===== config.mk =====
export PLATFORM = sky130hd
export DESIGN_NAME = pipe_stage_reg
export DESIGN_NICKNAME = d
export VERILOG_FILES = /design/src/rtl/pipe_stage_reg.sv
export SDC_FILE = /design/constraint.sdc
export NUM_CORES = 1
export LEC_CHECK = 0
export CORE_MARGIN = 4
export CORE_UTILIZATION = 55
export DETAILED_ROUTE_END_ITERATION = 10
export PLACE_DENSITY_LB_ADDON = 0.2
export SLEW_MARGIN = 10
export SYNTH_ARGS = -nofsm -noshare
export SYNTH_HDL_FRONTEND = slang
export SYNTH_SLANG_ARGS = --single-unit

===== constraint.sdc =====
create_clock -name clk -period 2.76 [get_ports clk]
set_input_delay 0.552 -clock clk [delete_from_list [all_inputs] [get_ports clk]]
set_output_delay 0.552 -clock clk [all_outputs]
set_load 0.02 [all_outputs]

===== src/rtl/pipe_stage_reg.sv =====
// pipe_stage_reg: generic elastic register placed between two CPU pipeline stages.
//
// A valid/ready handshake wraps a main register M that drives the outputs. When SKID != 0 a
// second register S catches the one beat that is already in flight when the consumer stalls.
// This lets in_ready come straight from a flop, so a stall never ripples combinationally
// upstream. When SKID == 0 only M exists, and in_ready is combinational from out_ready.
//
// Flush either drops every live beat (FLUSH_MODE == 0) or turns it into a bubble by clearing
// the KILL_MASK bits of its control field (FLUSH_MODE != 0). The payload is never altered.
//
// Parameters:
//   DATA_W     payload width (operands, immediates, pc, register addresses)
//   CTRL_W     control-field width
//   KILL_MASK  ctrl bits forced to 0 by a bubble-mode flush
//   SKID       1: two entries, registered in_ready; 0: one entry, combinational in_ready
//   FLUSH_MODE 0: drop (valid cleared); 1: bubble (valid kept, ctrl masked)
//
// Ports:
//   clk        clock; all state changes on the rising edge
//   reset      synchronous, active-low
//   flush      kill the held entries and the beat accepted this cycle
//   in_valid   upstream beat present
//   in_ready   stage can accept
//   in_data    upstream payload
//   in_ctrl    upstream control
//   out_valid  downstream beat present
//   out_ready  downstream accepts (0 = stall)
//   out_data   head payload
//   out_ctrl   head control
//   occupancy  number of held entries, 0..2

module pipe_stage_reg #(
  parameter int unsigned       DATA_W     = 32,
  parameter int unsigned       CTRL_W     = 16,
  parameter logic [CTRL_W-1:0] KILL_MASK  = {CTRL_W{1'b1}},
  parameter int unsigned       SKID       = 1,
  parameter int unsigned       FLUSH_MODE = 1
) (
  input  logic              clk,
  input  logic              reset,
  input  logic              flush,
  input  logic              in_valid,
  output logic              in_ready,
  input  logic [DATA_W-1:0] in_data,
  input  logic [CTRL_W-1:0] in_ctrl,
  output logic              out_valid,
  input  logic              out_ready,
  output logic [DATA_W-1:0] out_data,
  output logic [CTRL_W-1:0] out_ctrl,
  output logic [1:0]        occupancy
);

  // Each state's encoding equals the number of held entries, so it drives occupancy directly.
  typedef enum logic [1:0] {
    StEmpty = 2'd0,
    StOne   = 2'd1,
    StFull  = 2'd2
  } state_e;

  localparam bit HasSkid     = (SKID != 0);
  localparam bit BubbleFlush = (FLUSH_MODE != 0);

  state_e            state_q, state_d;
  logic [DATA_W-1:0] m_data_q, m_data_d;
  logic [CTRL_W-1:0] m_ctrl_q, m_ctrl_d;
  logic [DATA_W-1:0] s_data_q, s_data_d;
  logic [CTRL_W-1:0] s_ctrl_q, s_ctrl_d;
  logic              ready_q, ready_d;
  logic              accept;
  logic              fire;

  // ready_q is low only while in reset and for the first cycle after it. With a skid buffer it
  // is also the registered "S is empty" flag.
  assign in_ready  = HasSkid ? ready_q : (ready_q & ((state_q == StEmpty) | out_ready));
  assign out_valid = (state_q != StEmpty);
  assign out_data  = m_data_q;
  assign out_ctrl  = m_ctrl_q;
  assign occupancy = state_q;

  assign accept = in_valid & in_ready;
  assign fire   = out_valid & out_ready;

  always_comb begin
    state_d  = state_q;
    m_data_d = m_data_q;
    m_ctrl_d = m_ctrl_q;
    s_data_d = s_data_q;
    s_ctrl_d = s_ctrl_q;

    case (state_q)
      StEmpty: begin
        if (accept) begin
          m_data_d = in_data;
          m_ctrl_d = in_ctrl;
          state_d  = StOne;
        end
      end
      StOne: begin
        if (fire && accept) begin
          m_data_d = in_data;
          m_ctrl_d = in_ctrl;
        end else if (fire) begin
          state_d = StEmpty;
        end else if (accept && HasSkid) begin
          // The consumer stalled while a beat was in flight, so park that beat in S.
          s_data_d = in_data;
          s_ctrl_d = in_ctrl;
          state_d  = StFull;
        end
      end
      StFull: begin
        // in_ready is low here, so the only possible move is to promote S into M.
        if (fire) begin
          m_data_d = s_data_q;
          m_ctrl_d = s_ctrl_q;
          state_d  = StOne;
        end
      end
      default: state_d = StEmpty;
    endcase

    // Flush acts on the post-edge contents. A beat that fires this cycle has already left
    // unmodified, and a beat accepted this cycle is treated like any other live entry.
    if (flush) begin
      if (!BubbleFlush) begin
        state_d  = StEmpty;
        m_data_d = m_data_q;
        m_ctrl_d = m_ctrl_q;
        s_data_d = s_data_q;
        s_ctrl_d = s_ctrl_q;
      end else begin
        if (state_d != StEmpty) begin
          m_ctrl_d = m_ctrl_d & ~KILL_MASK;
        end
        if (state_d == StFull) begin
          s_ctrl_d = s_ctrl_d & ~KILL_MASK;
        end
      end
    end

    ready_d = HasSkid ? (state_d != StFull) : 1'b1;
  end

  always_ff @(posedge clk) begin
    if (!reset) begin
      state_q  <= StEmpty;
      m_data_q <= '0;
      m_ctrl_q <= '0;
      s_data_q <= '0;
      s_ctrl_q <= '0;
      ready_q  <= 1'b0;
    end else begin
      state_q  <= state_d;
      m_data_q <= m_data_d;
      m_ctrl_q <= m_ctrl_d;
      s_data_q <= s_data_d;
      s_ctrl_q <= s_ctrl_d;
      ready_q  <= ready_d;
    end
  end

endmodule


Yosys cells after proc, flatten, opt, wreduce, memory -nomap -nowiden
Cells that the tools add are included.

Register bits after elaboration: 99. Bits of input ports: 53. Word-level logic and storage cells: 46.

Eq/ne operators: 7. Mux-type cells: 22. Bitwise operators: 4. Reduce and logical (&&, ||, !) cells: 7.

Operator list (count): two-way mux 16 bit (11); two-way mux 32 bit (3); case mux 32 bit (3 select lines) (1); case mux 16 bit (3 select lines) (1); two-way mux 2 bit (5); inequality test 2 bit (second input constant) (4); AND reduction 4 bit (2); case mux 2 bit (3 select lines) (1); equality test 2 bit (second input constant) (2); nonzero test 2 bit (2); nonzero test 3 bit (1); bitwise AND 1 bit (2); equality test 2 x 1 -> 1 bit (second input constant) (1); logical NOT 2 bit (1); inverter 1 bit (2); logical AND 1 bit (1).

Longest topological paths before layout
Gate-level depths: netlist (run 1).

Word-level depth: 8. Depth in mapped cells: 7.

Least setup slack after synthesis (run 1)
Ideal clock, no wire load.

Kind: in2reg. Start point: in out_ready. End point: reg m_data_q[0], in the netlist out_data[0]. Setup time: 0.116 ns. Arrival: 1.621 ns. Slack: 1.022 ns. Cell stages on the path: 7. Path buffers: 3. Cells stage by stage: buf_6 -> and2_4 -> buf_6 -> o21ba_4 -> nand2b_4 -> buf_6 -> o211a_1.

Cells in the longest elaborated chain, start to end: 4.

RTL lines: start: declaration (RTL line 47) `input logic out_ready,`; bitwise AND 1 bit (*) (RTL line 81) `assign fire = out_valid & out_ready;`; logical AND 1 bit (RTL line 99) `if (fire && accept) begin`; inequality test 2 bit (no line); AND reduction 4 bit (no line) (*); end signal: assignment (RTL line 154) `m_data_q <= m_data_d;`; end: declaration (RTL line 64) `logic [DATA_W-1:0] m_data_q, m_data_d;`.

Every way passes the cells marked *; elsewhere a longest branch is shown, timed or not. A chain may end at the register's enable or synchronous reset.

Final worst setup path (run 1)
Start point: reg state_q[0], in the netlist occupancy[0]. End point: out out_valid.

Cells in the longest elaborated chain, start to end: 1.

RTL lines: start: declaration (RTL line 63) `state_e state_q, state_d;`; start signal: assignment (RTL line 146) `state_q <= StEmpty;`; start signal: assignment (RTL line 153) `state_q <= state_d;`; nonzero test 2 bit (RTL line 75) `assign out_valid = (state_q != StEmpty);`; end: declaration (RTL line 46) `output logic out_valid,`.

No other way between the ends.

==> out/results.ini, run 1 <==
[power_and_ir_drop]
power_density_mw_per_mm2=525
peakVddDrop_mv=0.264
swShare_pct=26.9
p_sw_uw=846
clkPwrFrac_pct=33.1
p_seq_share_pct=48.9
total_leakage_power_uw=0.00264
combPwrFrac_pct=18.0
p_int_uw=2290

[floorplanning]
die_h_um=101
num_rows=33
core_mm2=0.00830
initial_utilization_pct=56.9
design.die.area_mm2=0.0101
die_width_um=101
io_pins=105

[placed_design]
dp_slack_ns=0.345
hpwlAfterDp_um=8480
placed_cells=713
port_buffers=104
place_congestion=0.841

[yosys]
syn_area_per_cell_um2=8.83
synth_edf_count=0
synth_top_area_share_pct=42.0
syn_inst=535
synth-seq-cells=99
synth_cell_types=40
yosysTopAreaCell=dfxtp_1
yosysMostFrequentCell=nand2_1
async_flop_share_pct=0
synth_nets=588
synthTopCellsByCount=101 x nand2_1, 99 x dfxtp_1, 40 x a21oi_1, 40 x o21ai_0, 34 x mux2i_1
synthTopCellsByArea=dfxtp_1 42%, nand2_1 8.0%, mux2i_1 7.2%, o211a_1 6.8%, a21boi_0 4.5%
netlist_area_mm2=0.00472
yosysSeqAreaShare_pct=42.0
synth_flop_cell=dfxtp_1
yosysWarningCount=0

[clock_network]
numCtsBuffers=9
cts_tree=built
cts_resized=0
clk_pin_slew_worst_paths_ns=0.09
clock_tree.root_cell=clkbuf_8
cts_setup_buffers=0
htreeDepth=3
cts.hold.buffers_added=0
clkLatencyLatePin_ns=0.36
max-clock-path-buffers=2
clkSinkCount=99

[global_route]
antenna_found_initial=0
grt_pass1_wl_um=20100
grt_pass1_vias=4092
grt_max_degree=49
grt_overflow_total=0
grtUsageTotal_pct=24.4

[layout]
nets=672
layout-drive-gt1-share_pct=8.01
utilization_pct=72.0
antennaDiodeCount=0
area_delta_synth_final_pct=26.5
final_cell_count_no_fill=729
fillers=650

[timing]
finalHoldViolCount=0
setup_viol=0
fin_crit_sh_pct=85.0
min_period_ns=2.34
rsz0062_at_grt=no
setup_ws_ns=0.415
fmax_mhz=426
worstMarginPinSlew_ns=0.821
finClkSkew_ns=0.0140
tns_ns=0
relSlewSlack_pct=45.1
fin_hold_ws_ns=0.458
drv_slew=0

[job]
drv_cap=0

[critical_path]
worstPathArrival_ns=1.79
r2r_cells=5
cp.required_ns=2.21
cp-start-kind=register
end_kind=output pin
ff2ff_setup_slack_ns=0.71
rr_startpoint=occupancy[0]
path_class=register to output pin
r2r-end=s_ctrl_q[12]
crit_fanout=11

[drt]
route.detailed.drc=0
wire_per_inst_um=17.2
vias=4284
first_pass_iters=5
drt-total-wl_um=12500
vias_per_cell=5.88
drtIter0Drc=251
final_antenna_net_count=0

[hold_path]
hold_class=register to register
holdPathStages=2
hold_path.startpoint=s_data_q[28]
hold_end=s_data_q[28]

[run_status]
status=complete, no violations

routing by layer:
layer  track usage, %  wire length (um)
met4             7.88               184
met2             40.0              6120
met1             32.6              5450
met5                0                 0
met3             4.57               787
logic make-up (layout without fill, tap and decap cells):
group,after synthesis,count (layout),synth area share (%)
buffers and inverters,50,139,6.09
AND/OR/NAND/NOR,167,167,17.9
AO/OA/AOI/OAI,185,185,26.8
multiplexers,34,34,7.21
flip-flops,99,99,42.0
flip-flops by register name (all words and copies together) (netlist names):
signal / flops
occupancy: 2
out_ctrl: 16
in_ready: 1
s_ctrl_q: 16
s_data_q: 32
out_data: 32
worst max-delay path: stages, from the launching register on:
cell	delay [ns]
dfxtp_1	0.59
nor2_1	0.17
inv_1	0.09
clkdlybuf4s50_1	0.60
per-stage QoR:
stage,area [um^2],total power [uW]
after floorplan,4720,1870
after global placement,5750,2110
after detailed placement,5750,2130
after CTS,5970,3140
after global routing,5970,3260
final,5970,3140
worst max-delay path by stage:
| stage | startpoint | to | slack, ns | depth (start not counted) |
|---|---|---|---|---|
| CTS | occupancy[0] | out_valid | 0.42 | 3 |
| global route | occupancy[0] | out_valid | 0.36 | 3 |
| finish | occupancy[0] | out_valid | 0.42 | 3 |
| floorplan | out_ready | out_data[0] | 1.02 | 7 |
| global placement | in_valid | out_ctrl[4] | 0.42 | 5 |
| detailed placement | in_valid | out_ctrl[6] | 0.35 | 5 |
power groups by stage:
stage | clock, uW | sequential [uW] | combinational [uW]
floorplan | 0 | 1620 | 255
detailed placement | 0 | 1570 | 562
finish | 1040 | 1540 | 565
CTS | 1040 | 1530 | 565
global route | 1110 | 1540 | 606
global placement | 0 | 1570 | 544
area by class of cell:
class | count | area (um^2) | area share [%]
multi-input combinational | 386 | 2460 | 41.2
sequential | 99 | 1980 | 33.2
timing repair buffer | 120 | 1170 | 19.6
tap | 105 | 131 | 2.20
clock buffer | 10 | 128 | 2.14
clock inverter | 6 | 93.8 | 1.57
inverter | 3 | 11.3 | 0.188
layout by cell type (no fill, tap or decap), types with 2 or more instances in the layout:
cell / n
and3b_1: 10
a21boi_0: 28
clkbuf_8: 9
and2_1: 2
o22ai_1: 21
dfxtp_1: 99
inv_6: 3
a21o_1: 5
clkdlybuf4s50_1: 103
nor2_1: 17
inv_1: 2
nor2b_1: 11
nor4_2: 5
buf_4: 15
o21ai_1: 2
o21ai_0: 40
a211oi_1: 5
a21oi_1: 40
bufinv_16: 2
a21boi_1: 4
o211a_1: 32
o211ai_2: 2
o21a_1: 3
nand2_1: 101
nand3b_1: 8
mux2i_1: 34
Power figures use the tool's default switching activity.
==> run 2, diff against run 1 <==
Settings changed: CORE_UTILIZATION 55 to 51.
Clock period 2.76 ns to 2.32 ns, I/O delays scaled along.
==> out/results.ini, run 2 (synthesized netlist as in run 1, its figures left out) <==
[critical_path]
slowest_stage=clkdlybuf4s50_1
rr_startpoint=occupancy[1]
critPathLaunch=occupancy[1]
path_class=register to output pin
cp.required_ns=1.86  ; -0.35 ns
crit_fanout=10  ; -1
crit_chain=nor2_1 -> inv_1 -> clkdlybuf4s50_1
slowest_delay_ns=0.60  ; about the same
worstPathArrival_ns=1.73  ; -0.06 ns
crit_family=buffers and inverters
end_kind=output pin
cp_num_buf_inv=2  ; unchanged
cp-start-kind=register

[global_route]
grt_max_degree=68  ; +39%
grtUsageTotal_pct=21.4  ; -3.0 points
antenna_found_initial=1  ; +1
grt_pass1_wl_um=19400  ; -3.3%
grt_overflow_total=0  ; unchanged
grt_pass1_vias=4010  ; -2.0%

[drt]
vias=4227  ; -1.3%
drt-total-wl_um=12000  ; -4.1%
first_pass_iters=5  ; unchanged
wire_per_inst_um=16.3  ; -5.0%
final_antenna_net_count=0  ; unchanged
route.detailed.drc=0  ; unchanged
vias_per_cell=5.74  ; -2.3%
drtIter0Drc=214  ; -15%

[power_and_ir_drop]
combPwrFrac_pct=19.0  ; +1.0 points
p_sw_uw=1040  ; +22%
power_density_mw_per_mm2=594  ; +13%
p_int_uw=2520  ; +10%
swShare_pct=29.1  ; +2.2 points
total_leakage_power_uw=0.00264  ; +0.22%
p_seq_share_pct=51.2  ; +2.3 points
peakVddDrop_mv=0.345  ; +31%
clkPwrFrac_pct=29.8  ; -3.3 points

[run_status]
status=complete, no violations

[hold_path]
hold_class=register to register
hold_path.startpoint=s_data_q[27]

[clock_network]
cts_setup_buffers=0  ; unchanged
htreeDepth=3  ; unchanged
clk_pin_slew_worst_paths_ns=0.10  ; about the same
numCtsBuffers=9  ; unchanged
cts_tree=built
max-clock-path-buffers=2  ; unchanged
clock_tree.root_cell=clkbuf_8
clkLatencyLatePin_ns=0.37  ; about the same
clkSinkCount=99  ; unchanged
cts_resized=0  ; unchanged
cts.hold.buffers_added=0  ; unchanged

[floorplanning]
die_width_um=104  ; +3.5%
design.die.area_mm2=0.0109  ; +7.2%
io_pins=105  ; unchanged
die_h_um=104  ; +3.5%
num_rows=34  ; +3.0%
core_mm2=0.00885  ; +6.6%
initial_utilization_pct=53.4  ; -3.5 points

[timing]
rsz0062_at_grt=no
finalHoldViolCount=0  ; unchanged
fin_crit_sh_pct=94.5
min_period_ns=2.19
setup_viol=0  ; unchanged
drv_slew=0  ; unchanged
worstMarginPinSlew_ns=0.779  ; -0.0420 ns
finClkSkew_ns=0.00956  ; -0.00444 ns
relSlewSlack_pct=47.9  ; +2.8 points
fmax_mhz=456
tns_ns=0  ; unchanged

[layout]
area_delta_synth_final_pct=26.9
postLayoutCellArea_mm2=0.00599  ; +0.29%
nets=675  ; +0.45%
most-common-layout-cells=103 x clkdlybuf4s50_1, 101 x nand2_1, 99 x dfxtp_1
fillers=775  ; +19%
layout-drive-gt1-share_pct=8.61  ; +0.60 points
final_cell_count_no_fill=736  ; +0.96%
final_common_cell=clkdlybuf4s50_1

[placed_design]
port_buffers=104  ; unchanged
dpl-instance-area_mm2=0.00580  ; +0.89%
placed_cells=719  ; +0.84%
place_congestion=0.802  ; -4.6%
hpwlAfterDp_um=8120  ; -4.2%

[job]
drv_cap=0  ; unchanged

run 2: changes by cell type in the layout (fill, tap and decap cells not counted), sizes merged:
cell	previous run	this run
diode	0	1
clkbuf	10	9
bufinv	2	0
clkinv	1	4
buf	17	20
run 2: area by class of cell:
type	count	area, um^2	area share, %
clock inverter	7	61.3	1.02
clock buffer	9	124	2.07
tap	108	135	2.26
antenna	1	2.50	0.0418
timing repair buffer	123	1220	20.3
multi-input combinational	386	2460	41.1
inverter	3	11.3	0.188
sequential	99	1980	33.1
run 2: through the flow:
step / util, % / worst slack [ns] / hold WS [ns] / total power, uW
4_1_cts: 67.7 / 0.128 / 0.459 / 3580
2_1_floorplan: - / 0.670 / 0.434 / 2230
3_5_place_dp: 65.6 / 0.114 / 0.446 / 2530
5_1_grt: 67.7 / 0.0480 / 0.474 / 3710
3_3_place_gp: 65.6 / 0.155 / 0.440 / 2520
6_report: 67.7 / 0.127 / 0.458 / 3560
run 2: worst min-delay path, stage by stage, from the launching register on:
cell and delay [ns]:
dfxtp_1 0.32, nand2_1 0.05, a21boi_1 0.05
run 2: worst paths after layout:
kind | cells after the start | end | slack [ns]
hold / removal | 2 | s_data_q[27] | 0.46
hold reg to reg | 2 | s_data_q[27] | 0.46
setup / recovery | 3 | out_valid | 0.13
setup reg to reg | 4 | out_ctrl[1] | 0.41
run 2: routing by layer:
metal	track usage, %	wire length (um)
met5	0	0
met4	5.70	136
met3	6.08	805
met2	37.5	5990
met1	25.8	5100
run 2: power by group through the flow:
stage / Clock [uW] / Combinational (uW) / Sequential [uW]
after floorplan: 0 / 303 / 1930
after global placement: 0 / 658 / 1860
after detailed placement: 0 / 672 / 1860
after CTS: 1090 / 675 / 1820
after global routing: 1150 / 722 / 1830
final: 1060 / 674 / 1820
==> run 3, diff against run 2 <==
Settings changed: CAP_MARGIN set to 15.
==> results of run 3 <==
No change in the layout: final DEF, timing and power equal those of run 2.
